**config.mk**
```make
export PLATFORM = sky130hd
export DESIGN_NAME = bird_physics
export DESIGN_NICKNAME = d
export VERILOG_FILES = /design/src/rtl/bird_physics.sv
export SDC_FILE = /design/constraint.sdc
export NUM_CORES = 1
export LEC_CHECK = 0
export ABC_AREA = 0
export CORE_MARGIN = 1.5
export CORE_UTILIZATION = 57
export CTS_CLUSTER_DIAMETER = 80
export CTS_CLUSTER_SIZE = 30
export DETAILED_ROUTE_END_ITERATION = 7
export PLACE_DENSITY = 0.79
export SETUP_SLACK_MARGIN = 0.1
export SLEW_MARGIN = 10
export SYNTH_ARGS = -nofsm -noshare
export SYNTH_HDL_FRONTEND = slang
export SYNTH_SLANG_ARGS = --single-unit
```
**constraint.sdc**
```tcl
create_clock -name clk -period 2.6 [get_ports clk]
set_input_delay 0.78 -clock clk [delete_from_list [all_inputs] [get_ports clk]]
set_output_delay 0.78 -clock clk [all_outputs]
set_load 0.01 [all_outputs]
```
**src/rtl/bird_physics.sv**
```systemverilog
// Bird vertical physics: frame tick, flap capture, and a
// velocity/position update sequenced over three clocks per tick.
module bird_physics #(
  parameter int Y_W      = 7,
  parameter int V_W      = 5,
  parameter int Y_MIN    = 0,
  parameter int Y_MAX    = 112,
  parameter int Y_START  = 56,
  parameter int GRAVITY  = 1,
  parameter int FLAP_VEL = -4,
  parameter int V_MAX    = 6,
  parameter int TICK_DIV = 833333
) (
  input  logic                  clk,
  input  logic                  resetn,
  input  logic                  start,
  input  logic                  move,
  input  logic                  press_key,
  output logic                  frame_tick,
  output logic [Y_W-1:0]        bird_y,
  output logic signed [V_W-1:0] velocity,
  output logic                  touched,
  output logic                  update_done
);

  localparam int CW = (TICK_DIV > 1) ? $clog2(TICK_DIV) : 1;
  localparam int SW = Y_W + 2;

  localparam logic [CW-1:0] C_LAST = CW'(TICK_DIV - 1);
  localparam logic [Y_W-1:0] Y_INIT = Y_W'(Y_START);
  localparam logic [Y_W-1:0] Y_LO = Y_W'(Y_MIN);
  localparam logic [Y_W-1:0] Y_HI = Y_W'(Y_MAX);

  localparam logic signed [SW-1:0] S_MIN = SW'(Y_MIN);
  localparam logic signed [SW-1:0] S_MAX = SW'(Y_MAX);

  localparam logic signed [V_W-1:0] V_G = V_W'(GRAVITY);
  localparam logic signed [V_W-1:0] V_FLAP = V_W'(FLAP_VEL);
  localparam logic signed [V_W-1:0] V_TOP = V_W'(V_MAX);

  typedef enum logic [1:0] {
    IDLE,
    CALC_V,
    CALC_Y,
    DONE
  } state_t;

  state_t                r_state;
  logic [CW-1:0]         r_cnt;
  logic [Y_W-1:0]        r_y;
  logic signed [V_W-1:0] r_vel;
  logic                  r_touch;
  logic                  r_done;
  logic                  r_pend;
  logic                  r_key_prev;

  logic                  w_tick;
  logic                  w_rise;
  logic signed [V_W-1:0] w_vinc;
  logic signed [V_W-1:0] w_vnext;
  logic signed [SW-1:0]  w_vext;
  logic signed [SW-1:0]  w_sum;

  assign w_tick = (r_cnt == C_LAST);
  assign w_rise = press_key & ~r_key_prev;

  // V_MAX + GRAVITY fits in V_W, so the add itself never wraps
  assign w_vinc  = r_vel + V_G;
  assign w_vnext = (w_vinc > V_TOP) ? V_TOP : w_vinc;

  assign w_vext = {{(SW-V_W){r_vel[V_W-1]}}, r_vel};
  assign w_sum  = $signed({2'b00, r_y}) + w_vext;

  always_ff @(posedge clk) begin
    if (!resetn) begin
      r_state    <= IDLE;
      r_cnt      <= '0;
      r_y        <= Y_INIT;
      r_vel      <= '0;
      r_touch    <= 1'b0;
      r_done     <= 1'b0;
      r_pend     <= 1'b0;
      r_key_prev <= 1'b0;
    end else begin
      r_key_prev <= press_key;
      if (start) begin
        r_state <= IDLE;
        r_cnt   <= '0;
        r_y     <= Y_INIT;
        r_vel   <= '0;
        r_touch <= 1'b0;
        r_done  <= 1'b0;
        r_pend  <= 1'b0;
      end else begin
        r_cnt  <= w_tick ? '0 : r_cnt + CW'(1);
        r_done <= 1'b0;
        if (r_state == CALC_V)
          r_pend <= w_rise;
        else if (w_rise)
          r_pend <= 1'b1;
        unique case (r_state)
          IDLE: begin
            if (w_tick && move)
              r_state <= CALC_V;
          end
          CALC_V: begin
            r_vel   <= r_pend ? V_FLAP : w_vnext;
            r_state <= CALC_Y;
          end
          CALC_Y: begin
            if (w_sum < S_MIN) begin
              r_y     <= Y_LO;
              r_vel   <= '0;
              r_touch <= 1'b1;
            end else if (w_sum > S_MAX) begin
              r_y     <= Y_HI;
              r_vel   <= '0;
              r_touch <= 1'b1;
            end else begin
              r_y <= Y_W'(w_sum);
            end
            r_done  <= 1'b1;
            r_state <= DONE;
          end
          DONE: begin
            r_state <= IDLE;
          end
        endcase
      end
    end
  end

  assign frame_tick  = w_tick;
  assign bird_y      = r_y;
  assign velocity    = r_vel;
  assign touched     = r_touch;
  assign update_done = r_done;

endmodule

```
==> run_results.csv, run 1 <==
group,metric,value,unit
timing,fmax,416,MHz
timing,drv_slew,0,
cells_and_area,design_area,2530,um^2
min_path,hp-start,"touched",
routing,drc_errors,0,
yosys,synth_area_leaders,"dfxtp_1 36%, ha_1 9.5%, xor2_1 6.6%",
setup_path,crit_chain,"ha_4 > fa_2 > buf_4 > xor2_1 > or3_1 > o2111ai_2 > a31oi_1 > a2111oi_2",
yosys,yosysTopAreaCell,"dfxtp_1",
floorplan,die_h,63.8,um
floorplan,die_w,63.8,um
cells_and_area,final_cell_mix,"36 x dfxtp_1, 35 x nor2_1, 18 x clkdlybuf4s50_1, 16 x xor2_1",
pwr,p_sw,0.217,mW
timing,rsz0062_at_grt,"no",
cells_and_area,layout_commonest_cell,"dfxtp_1",
routing,drt-initial-drc-count,71,
routing,ant_nets,0,
timing,layout_worst_path_cycle_share,92.5,%
timing,setup_tns,0,ps
yosys,synth_nets,254,
yosys,netlist.area_leader.share,36.1,%
yosys,synth-edff-count,0,
cells_and_area,area_growth,19.9,%
setup_path,crit_required,2790,ps
grt,grt_pass1_vias,1662,
timing,tightest_slew,450,ps
setup_path,critical_path_class,"reg -> reg",
clocking,clk_latency,290,ps
pwr,power_density,408,nW/um^2
pwr,p_leak,0.984,nW
floorplan,initial_utilization,61.3,%
setup_path,start_kind,"flop",
routing,viasPerCell,5.46,
place,place_area,2390,um^2
clocking,htree_levels,2,
yosys,ys_ff_latch,38,
routing,wl_per_cell,12.6,um
setup_path,critPathMaxFanout,4,
floorplan,core_area,3440,um^2
setup_path,r2r_start,"bird_y[0]",
timing,hold_viol,0,
setup_path,reg2regPathDepth,8,
pwr,power_frac_clock,39.9,%
cells_and_area,fin_util,73.4,%
yosys,synthDistinctLibCells,49,
setup_path,rr_endpoint,"velocity[4]",
cells_and_area,fin_nets,288,
clocking,cts_buffer_depth,2,
min_path,hold_class,"reg -> reg",
setup_path,cp_slowest_cell,"fa_2",
pwr,power.internal,0.814,mW
grt,grt_pass1_wl,6.96,mm
setup_path,arrival,2600,ps
cells_and_area,drive_gt1_share,14.6,%
routing,routed-via-count,1709,
clocking,hold_buffers,0,
floorplan,io_pins,20,
grt,antenna_found_initial,0,
timing,hold-worst-slack,467,ps
place,place_congestion,0.824,
min_path,min_to,"touched",
setup_path,endpoint_kind,"flop",
timing,finalSetupViolations,0,
yosys,ys_seq_area_share,36.1,%
clocking,clk_transition_reported_paths,80,ps
run,maxCapViolCount,0,
timing,min_period,2400,ps
clocking,cts-root-buf,"clkbuf_8",
clocking,clock-sinks,38,
pwr,irDropWorstVdd,0.414,mV
pwr,combPwrFrac,3.1,%
routing,drt_first_pass_iters,4,
setup_path,cpPeakStageDelay,400,ps
min_path,whs_path_depth,1,
routing,drt-total-wl,3.94,mm
outcome,outcome,"finished clean",
setup_path,r2r_setup_slack,200,ps
grt,gr-total-overflow,0,
grt,grt_use_total,21.7,%
cells_and_area,finalNonFillerCells,313,
clocking,cts_buffers,5,
pwr,power_frac_seq,57.0,%
yosys,netlist_area,2110,um^2
floorplan,die_area,4070,um^2
yosys,synthFlopType,"dfxtp_1",
yosys,netlist_instances,232,
yosys,syn_avg_cell_area,9.09,um^2
grt,grt_max_degree,13,
place,dp_cells,301,
timing,fin_skew,7.28,ps
setup_path,critPathBufInv,1,
floorplan,std_cell_rows,21,
clocking,cts_tree,"done",
place,dp_hpwl,2.98,mm
yosys,postSynth.asyncResetShare,0,%
place,portBuffers,19,
timing,maxSlewHeadroom,69.8,%
yosys,synth_warnings,0,
setup_path,critPathTopFamily,"compound AO/OA/AOI/OAI gates",
pwr,swShare,21.1,%
cells_and_area,num_antenna_cells,0,
-- flip-flops by register name (all words and copies together) (netlist names) --
signal       count
r_cnt           20
touched          1
bird_y           7
r_pend           1
r_key_prev       1
r_state          2
update_done      1
velocity         5
-- cell type report --
cell class	instances	area [um^2]
clock inverter	1	5.00
tap	46	57.6
sequential	38	763
clock buffer	7	86.3
fill	255	915
timing repair buffer	32	283
inverter	11	41.3
multi-input combinational	178	1290
-- cell usage after synthesis, types with 2 or more instances --
cell      instances
nor2_1           35
dfxtp_1          38
a32o_1            3
ha_1             16
a21oi_1          12
nand2_1          15
nor3_1            3
a211oi_2          2
nand3_1           7
buf_2             3
xor2_1           16
a21oi_2           2
or3_1             5
nand4_1           5
and3_1            2
o211ai_1          3
xor2_2            2
xnor2_1           8
nand2b_1          5
and2_1            2
inv_1            11
mux2i_1           3
o21ai_0           7
buf_4             2
-- worst register-to-register path: stages, from the launching register on --
cell and delay (ps):
dfxtp_2 340, ha_4 160, fa_2 400, buf_4 150, xor2_1 160, or3_1 350, o2111ai_2 240, a31oi_1 210
a2111oi_2 290
-- stage by stage --
step	setup slack (ps)	power [mW]
2_1_floorplan	237	0.617
3_3_place_gp	122	0.633
3_5_place_dp	92.7	0.633
4_1_cts	138	1.04
5_1_grt	69.3	1.07
6_report	195	1.03
-- cell families after synthesis --
kind of cell               synth area share [%]
adders and majority gates                  10.4
buffers and inverters                      3.38
and+or+nand+nor                            22.3
DFF                                        36.1
xor gates and xnor gates                   11.5
AOI/OAI and AO/OA                          14.8
muxes                                      1.42
-- power groups by stage --
stage / clock network (mW) / registers (mW) / logic [mW]
after floorplan: 0 / 0.600 / 0.0172
after global placement: 0 / 0.601 / 0.0320
after detailed placement: 0 / 0.601 / 0.0324
after CTS: 0.423 / 0.587 / 0.0325
after global routing: 0.445 / 0.588 / 0.0357
final: 0.412 / 0.587 / 0.0319
-- worst max path at each step --
stage,startpoint,endpoint,slack [ps],cells after the start
6_report,bird_y[0],velocity[4],200,8
5_1_grt,bird_y[0],velocity[4],70,8
4_1_cts,bird_y[0],velocity[2],140,8
3_5_place_dp,r_cnt[3],frame_tick,90,3
3_3_place_gp,r_cnt[3],frame_tick,120,3
2_1_floorplan,velocity[0],velocity[2],240,8
-- timing repair --
action,in CTS,in global routing
buffers inserted,1,3
pin swaps,1,10
gates resized for setup,4,5
endpoints found under the setup margin,1,7
-- layer usage --
metal,up-vias,share of wire [%],global-route usage (%)
met1,805,46,25.6
met5,-,0,0
li1,878,-,-
met3,7,1.9,3.87
met4,0,2.0,10.9
met2,19,50,37.6
No activity file was read; power rests on OpenSTA's default activity.
==> run 2: changes to the inputs <==
--- a/config.mk
+++ b/config.mk
@@ -6,7 +6,7 @@
 export NUM_CORES = 1
 export LEC_CHECK = 0
 export ABC_AREA = 0
-export CORE_MARGIN = 1.5
+export CORE_MARGIN = 2
 export CORE_UTILIZATION = 57
 export CTS_CLUSTER_DIAMETER = 80
 export CTS_CLUSTER_SIZE = 30
==> run 2 against run 1 <==
Against the previous run:
- combinational power about the same
- sequential share of layout area increased by 0.25 points
- wire length grew 4.0%
- register-to-register slack better by 20 ps
- via count decreased by 0.35%
- worst setup slack better by 16 ps
- cell count decreased by 0.32%
- die area rose by 3.2%
- global-route usage increased by 0.17 points
- clock power rose by 1%
- highest routed layer unchanged
==> run_results.csv, run 2 (synthesis results as in run 1) <==
group,metric,value,unit
timing,fin_skew,5.72,ps
place,dp_cells,302,
setup_path,crit_required,2790,ps
grt,gr-total-overflow,0,
min_path,hp-start,"r_cnt[0]",
place,place_congestion,0.809,
routing,routed-via-count,1703,
setup_path,endpoint_kind,"flop",
timing,min_period,2390,ps
pwr,p_sw,0.223,mW
floorplan,die_h,64.8,um
cells_and_area,area_growth,18.5,%
cells_and_area,final_cell_mix,"38 x dfxtp_1, 35 x nor2_1, 18 x clkdlybuf4s50_1, 16 x xor2_1",
pwr,irDropWorstVdd,0.478,mV
place,dp_hpwl,3.07,mm
setup_path,crit_chain,"ha_2 > fa_2 > a211oi_2 > o31ai_2 > xnor2_1 > o2111ai_2 > a41o_1 > a31o_1",
routing,drc_errors,0,
routing,drt_first_pass_iters,4,
clocking,hold_buffers,0,
cells_and_area,fin_nets,285,
cells_and_area,num_antenna_cells,0,
routing,drt-initial-drc-count,74,
grt,grt_pass1_wl,7.05,mm
routing,wl_per_cell,13.1,um
setup_path,r2r_setup_slack,210,ps
place,place_area,2390,um^2
routing,ant_nets,0,
min_path,hold_class,"reg -> reg",
clocking,clock-sinks,38,
clocking,clk_transition_reported_paths,70,ps
pwr,combPwrFrac,3.1,%
setup_path,critical_path_class,"reg -> reg",
timing,hold-worst-slack,487,ps
setup_path,r2r_start,"bird_y[0]",
timing,tightest_slew,423,ps
clocking,cts_tree,"done",
clocking,htree_levels,2,
floorplan,io_pins,20,
clocking,clk_latency,290,ps
min_path,whs_path_depth,1,
pwr,power_frac_seq,56.7,%
place,pre_cts_ws,88.2,ps
timing,finalSetupViolations,0,
timing,drv_slew,0,
routing,top_layer,"met4",
floorplan,core_area,3610,um^2
setup_path,reg2regPathDepth,8,
routing,viasPerCell,5.46,
cells_and_area,design_area,2500,um^2
setup_path,cp_slowest_cell,"fa_2",
setup_path,critPathMaxFanout,4,
setup_path,cpPeakStageDelay,360,ps
run,maxCapViolCount,0,
grt,grt_pass1_vias,1586,
outcome,outcome,"finished clean",
cells_and_area,finalNonFillerCells,312,
min_path,min_to,"r_cnt[0]",
timing,fin_ws,212,ps
floorplan,std_cell_rows,22,
setup_path,arrival,2580,ps
cells_and_area,drive_gt1_share,13.3,%
floorplan,die_area,4200,um^2
cells_and_area,largest_reg_flops,20,
floorplan,die_w,64.8,um
setup_path,start_kind,"flop",
cells_and_area,top_register,"r_cnt",
cells_and_area,layout_commonest_cell,"dfxtp_1",
clocking,cts-root-buf,"clkbuf_8",
pwr,power_density,415,nW/um^2
routing,wl_met2,2.07,mm
timing,rsz0062_at_grt,"yes",
routing,dr_wl_met3,110,um
clocking,cts_buffers,5,
pwr,swShare,21.5,%
grt,grt_max_degree,19,
timing,setup_tns,0,ps
clocking,cts_buffer_depth,2,
timing,maxSlewHeadroom,71.6,%
grt,grt_use_total,21.9,%
grt,antenna_found_initial,0,
routing,wl_met1,1.86,mm
pwr,p_total,1.04,mW
place,portBuffers,19,
timing,hold_viol,0,
cells_and_area,fin_util,69.3,%
timing,fmax,419,MHz
pwr,power_frac_clock,40.2,%
pwr,p_leak,0.965,nW
timing,layout_worst_path_cycle_share,91.9,%
setup_path,rr_endpoint,"velocity[2]",
floorplan,initial_utilization,58.5,%
routing,drt-total-wl,4.10,mm
pwr,power.internal,0.813,mW
-- run 2: power by group through the flow --
| stage | logic [mW] | registers (mW) | clock network [mW] |
|---|---|---|---|
| finish | 0.0318 | 0.587 | 0.417 |
| global placement | 0.0313 | 0.601 | 0 |
| detailed placement | 0.0316 | 0.601 | 0 |
| global route | 0.0347 | 0.588 | 0.458 |
| floorplan | 0.0172 | 0.600 | 0 |
| CTS | 0.0320 | 0.587 | 0.425 |
-- run 2: metal layers --
metal / up-vias / track usage (%)
li1: 869 / -
met4: 0 / 8.51
met2: 25 / 36.6
met5: - / 0
met1: 803 / 27.2
met3: 6 / 5.21
-- run 2: how the worst max path moves through the flow --
stage	to	slack, ps	depth (start not counted)	from
6_report	velocity[2]	210	8	bird_y[0]
5_1_grt	velocity[1]	90	8	bird_y[0]
4_1_cts	velocity[2]	150	8	bird_y[0]
3_5_place_dp	frame_tick	90	3	r_cnt[3]
3_3_place_gp	frame_tick	130	3	r_cnt[3]
2_1_floorplan	velocity[2]	240	8	velocity[0]
-- run 2: cell type report --
cell class,count,area [um^2]
multi-input combinational,178,1280
fill,276,1110
sequential,38,761
timing repair buffer,29,260
clock buffer,6,82.6
tap,48,60.1
inverter,11,41.3
clock inverter,2,12.5
-- run 2: critical path, delay by kind of cell, from the launching register on --
kind / cells / cell delay [ps]
compound gates: 5 / 1150
xor+xnor: 1 / 240
fa+ha+maj: 2 / 560
flops: 1 / 330
-- run 2: repair_timing --
action / in CTS / in global routing
gates resized for setup: 4 / 2
pin swaps: 1 / 6
endpoints found under the setup margin: 1 / 6
buffers inserted: 1 / 1
==> run 3: changes to the inputs <==
--- a/config.mk
+++ b/config.mk
@@ -13,6 +13,7 @@
 export DETAILED_ROUTE_END_ITERATION = 7
 export PLACE_DENSITY = 0.79
 export SETUP_SLACK_MARGIN = 0.1
+export SKIP_CTS_REPAIR_TIMING = 1
 export SLEW_MARGIN = 10
 export SYNTH_ARGS = -nofsm -noshare
 export SYNTH_HDL_FRONTEND = slang
==> constraint.sdc (replaced) <==
create_clock -name clk -period 2.64 [get_ports clk]
set_input_delay 0.792 -clock clk [delete_from_list [all_inputs] [get_ports clk]]
set_output_delay 0.792 -clock clk [all_outputs]
set_load 0.01 [all_outputs]
==> run 3 against run 2 <==
Against the previous run:
- maximum frequency decreased by 3.8%
- utilization is 1.4 points higher
- worst setup slack worse by 54 ps
- sequential share of layout area down 0.61 points
- die area stayed put
- first-iteration DRC count fell by 18%
- clock power is 11% higher
- final area up 2.1%
- combinational power is 3% higher
- sequential power fell by 1%
- total power rose by 3.6%
- critical endpoint unchanged
- highest routed layer unchanged
==> run_results.csv, run 3 (synthesis results as in run 1) <==
group,metric,value,unit
cells_and_area,area_growth,20.9,%
clocking,clk_transition_reported_paths,80,ps
cells_and_area,layout_commonest_cell,"dfxtp_1",
setup_path,crit_required,2830,ps
floorplan,std_cell_rows,22,
setup_path,critPathMaxFanout,4,
setup_path,critPathTopFamily,"compound AO/OA/AOI/OAI gates",
clocking,htree_levels,2,
min_path,hold_class,"reg -> reg",
place,dp_cells,303,
pwr,p_total,1.07,mW
cells_and_area,largest_reg_flops,20,
cells_and_area,top_register,"r_cnt",
grt,grt_pass1_wl,7.10,mm
clocking,clk_latency,290,ps
floorplan,die_h,64.8,um
place,place_congestion,0.788,
timing,tightest_slew,456,ps
timing,finalSetupViolations,0,
pwr,power_density,421,nW/um^2
cells_and_area,finalNonFillerCells,314,
clocking,cts-root-buf,"clkbuf_8",
routing,drt_first_pass_iters,5,
timing,min_period,2480,ps
timing,setup_tns,0,ps
floorplan,die_w,64.8,um
setup_path,crit_chain,"ha_1 > fa_1 > a211oi_2 > o31ai_2 > xnor2_1 > o2111ai_2 > a41o_1 > a31o_1",
outcome,outcome,"finished clean",
pwr,irDropWorstVdd,0.346,mV
setup_path,critPathBufInv,0,
timing,hold_viol,0,
cells_and_area,drive_gt1_share,13.2,%
place,portBuffers,19,
routing,viasPerCell,5.42,
timing,fmax,403,MHz
routing,drc_errors,0,
timing,maxSlewHeadroom,69.3,%
floorplan,core_area,3610,um^2
setup_path,cp_slowest_cell,"fa_1",
pwr,p_leak,1.01,nW
grt,grt_max_degree,12,
grt,gr-total-overflow,0,
timing,drv_slew,0,
clocking,cts_tree,"done",
routing,wl_per_cell,13.1,um
cells_and_area,final_cell_mix,"38 x dfxtp_1, 35 x nor2_1, 18 x clkdlybuf4s50_1, 16 x xor2_1, 16 x ha_1",
clocking,cts_buffer_depth,2,
place,pre_cts_ws,118,ps
routing,drt-initial-drc-count,61,
cells_and_area,num_antenna_cells,0,
routing,ant_nets,0,
setup_path,r2r_setup_slack,160,ps
setup_path,critical_path_class,"reg -> reg",
grt,grt_use_total,21.9,%
setup_path,start_kind,"flop",
place,dp_hpwl,3.08,mm
floorplan,initial_utilization,58.5,%
timing,hold-worst-slack,476,ps
setup_path,cpPeakStageDelay,420,ps
timing,fin_skew,9.69,ps
routing,drt-total-wl,4.13,mm
cells_and_area,fin_nets,287,
timing,layout_worst_path_cycle_share,94.0,%
timing,rsz0062_at_grt,"no",
clocking,cts_buffers,5,
floorplan,die_area,4200,um^2
setup_path,arrival,2680,ps
grt,antenna_found_initial,0,
clocking,clock-sinks,38,
timing,fin_ws,158,ps
setup_path,endpoint_kind,"flop",
floorplan,io_pins,20,
routing,routed-via-count,1703,
grt,grt_pass1_vias,1587,
run,maxCapViolCount,0,
## run 3: worst paths after layout
check | start | end | cells past startpoint
max | bird_y[0] | velocity[2] | 8
min | r_cnt[0] | r_cnt[0] | 1
max reg2reg | bird_y[0] | velocity[2] | 8
min reg2reg | r_cnt[0] | r_cnt[0] | 1
## run 3: metrics by stage
stage | area, um^2 | util [%]
after floorplan | 2110 | -
after global placement | 2400 | 66.4
after detailed placement | 2400 | 66.4
after CTS | 2510 | 69.5
after global routing | 2550 | 70.7
final | 2550 | 70.7
## run 3: power by group
part	leakage, nW	internal [mW]	switching, mW
combinational	0.642	0.0161	0.0166
sequential	0.307	0.576	0.00276
clock	0.0575	0.264	0.199
## run 3: area by class of cell
type,count,area (um^2)
repair buffers,31,283
fillers,276,1060
inverters,11,41.3
clock buffers,8,110
well taps,48,60.1
multi-input cells,178,1290
flip-flops and latches,38,761
## run 3: routing by layer
layer  global-route usage (%)  vias to the layer above  share of wire (%)
li1                         -                      875                  -
met3                     5.03                        7                3.7
met5                        0                        -                  0
met4                     9.57                        0                1.5
met1                     26.7                      792                 47
met2                     36.6                       29                 48
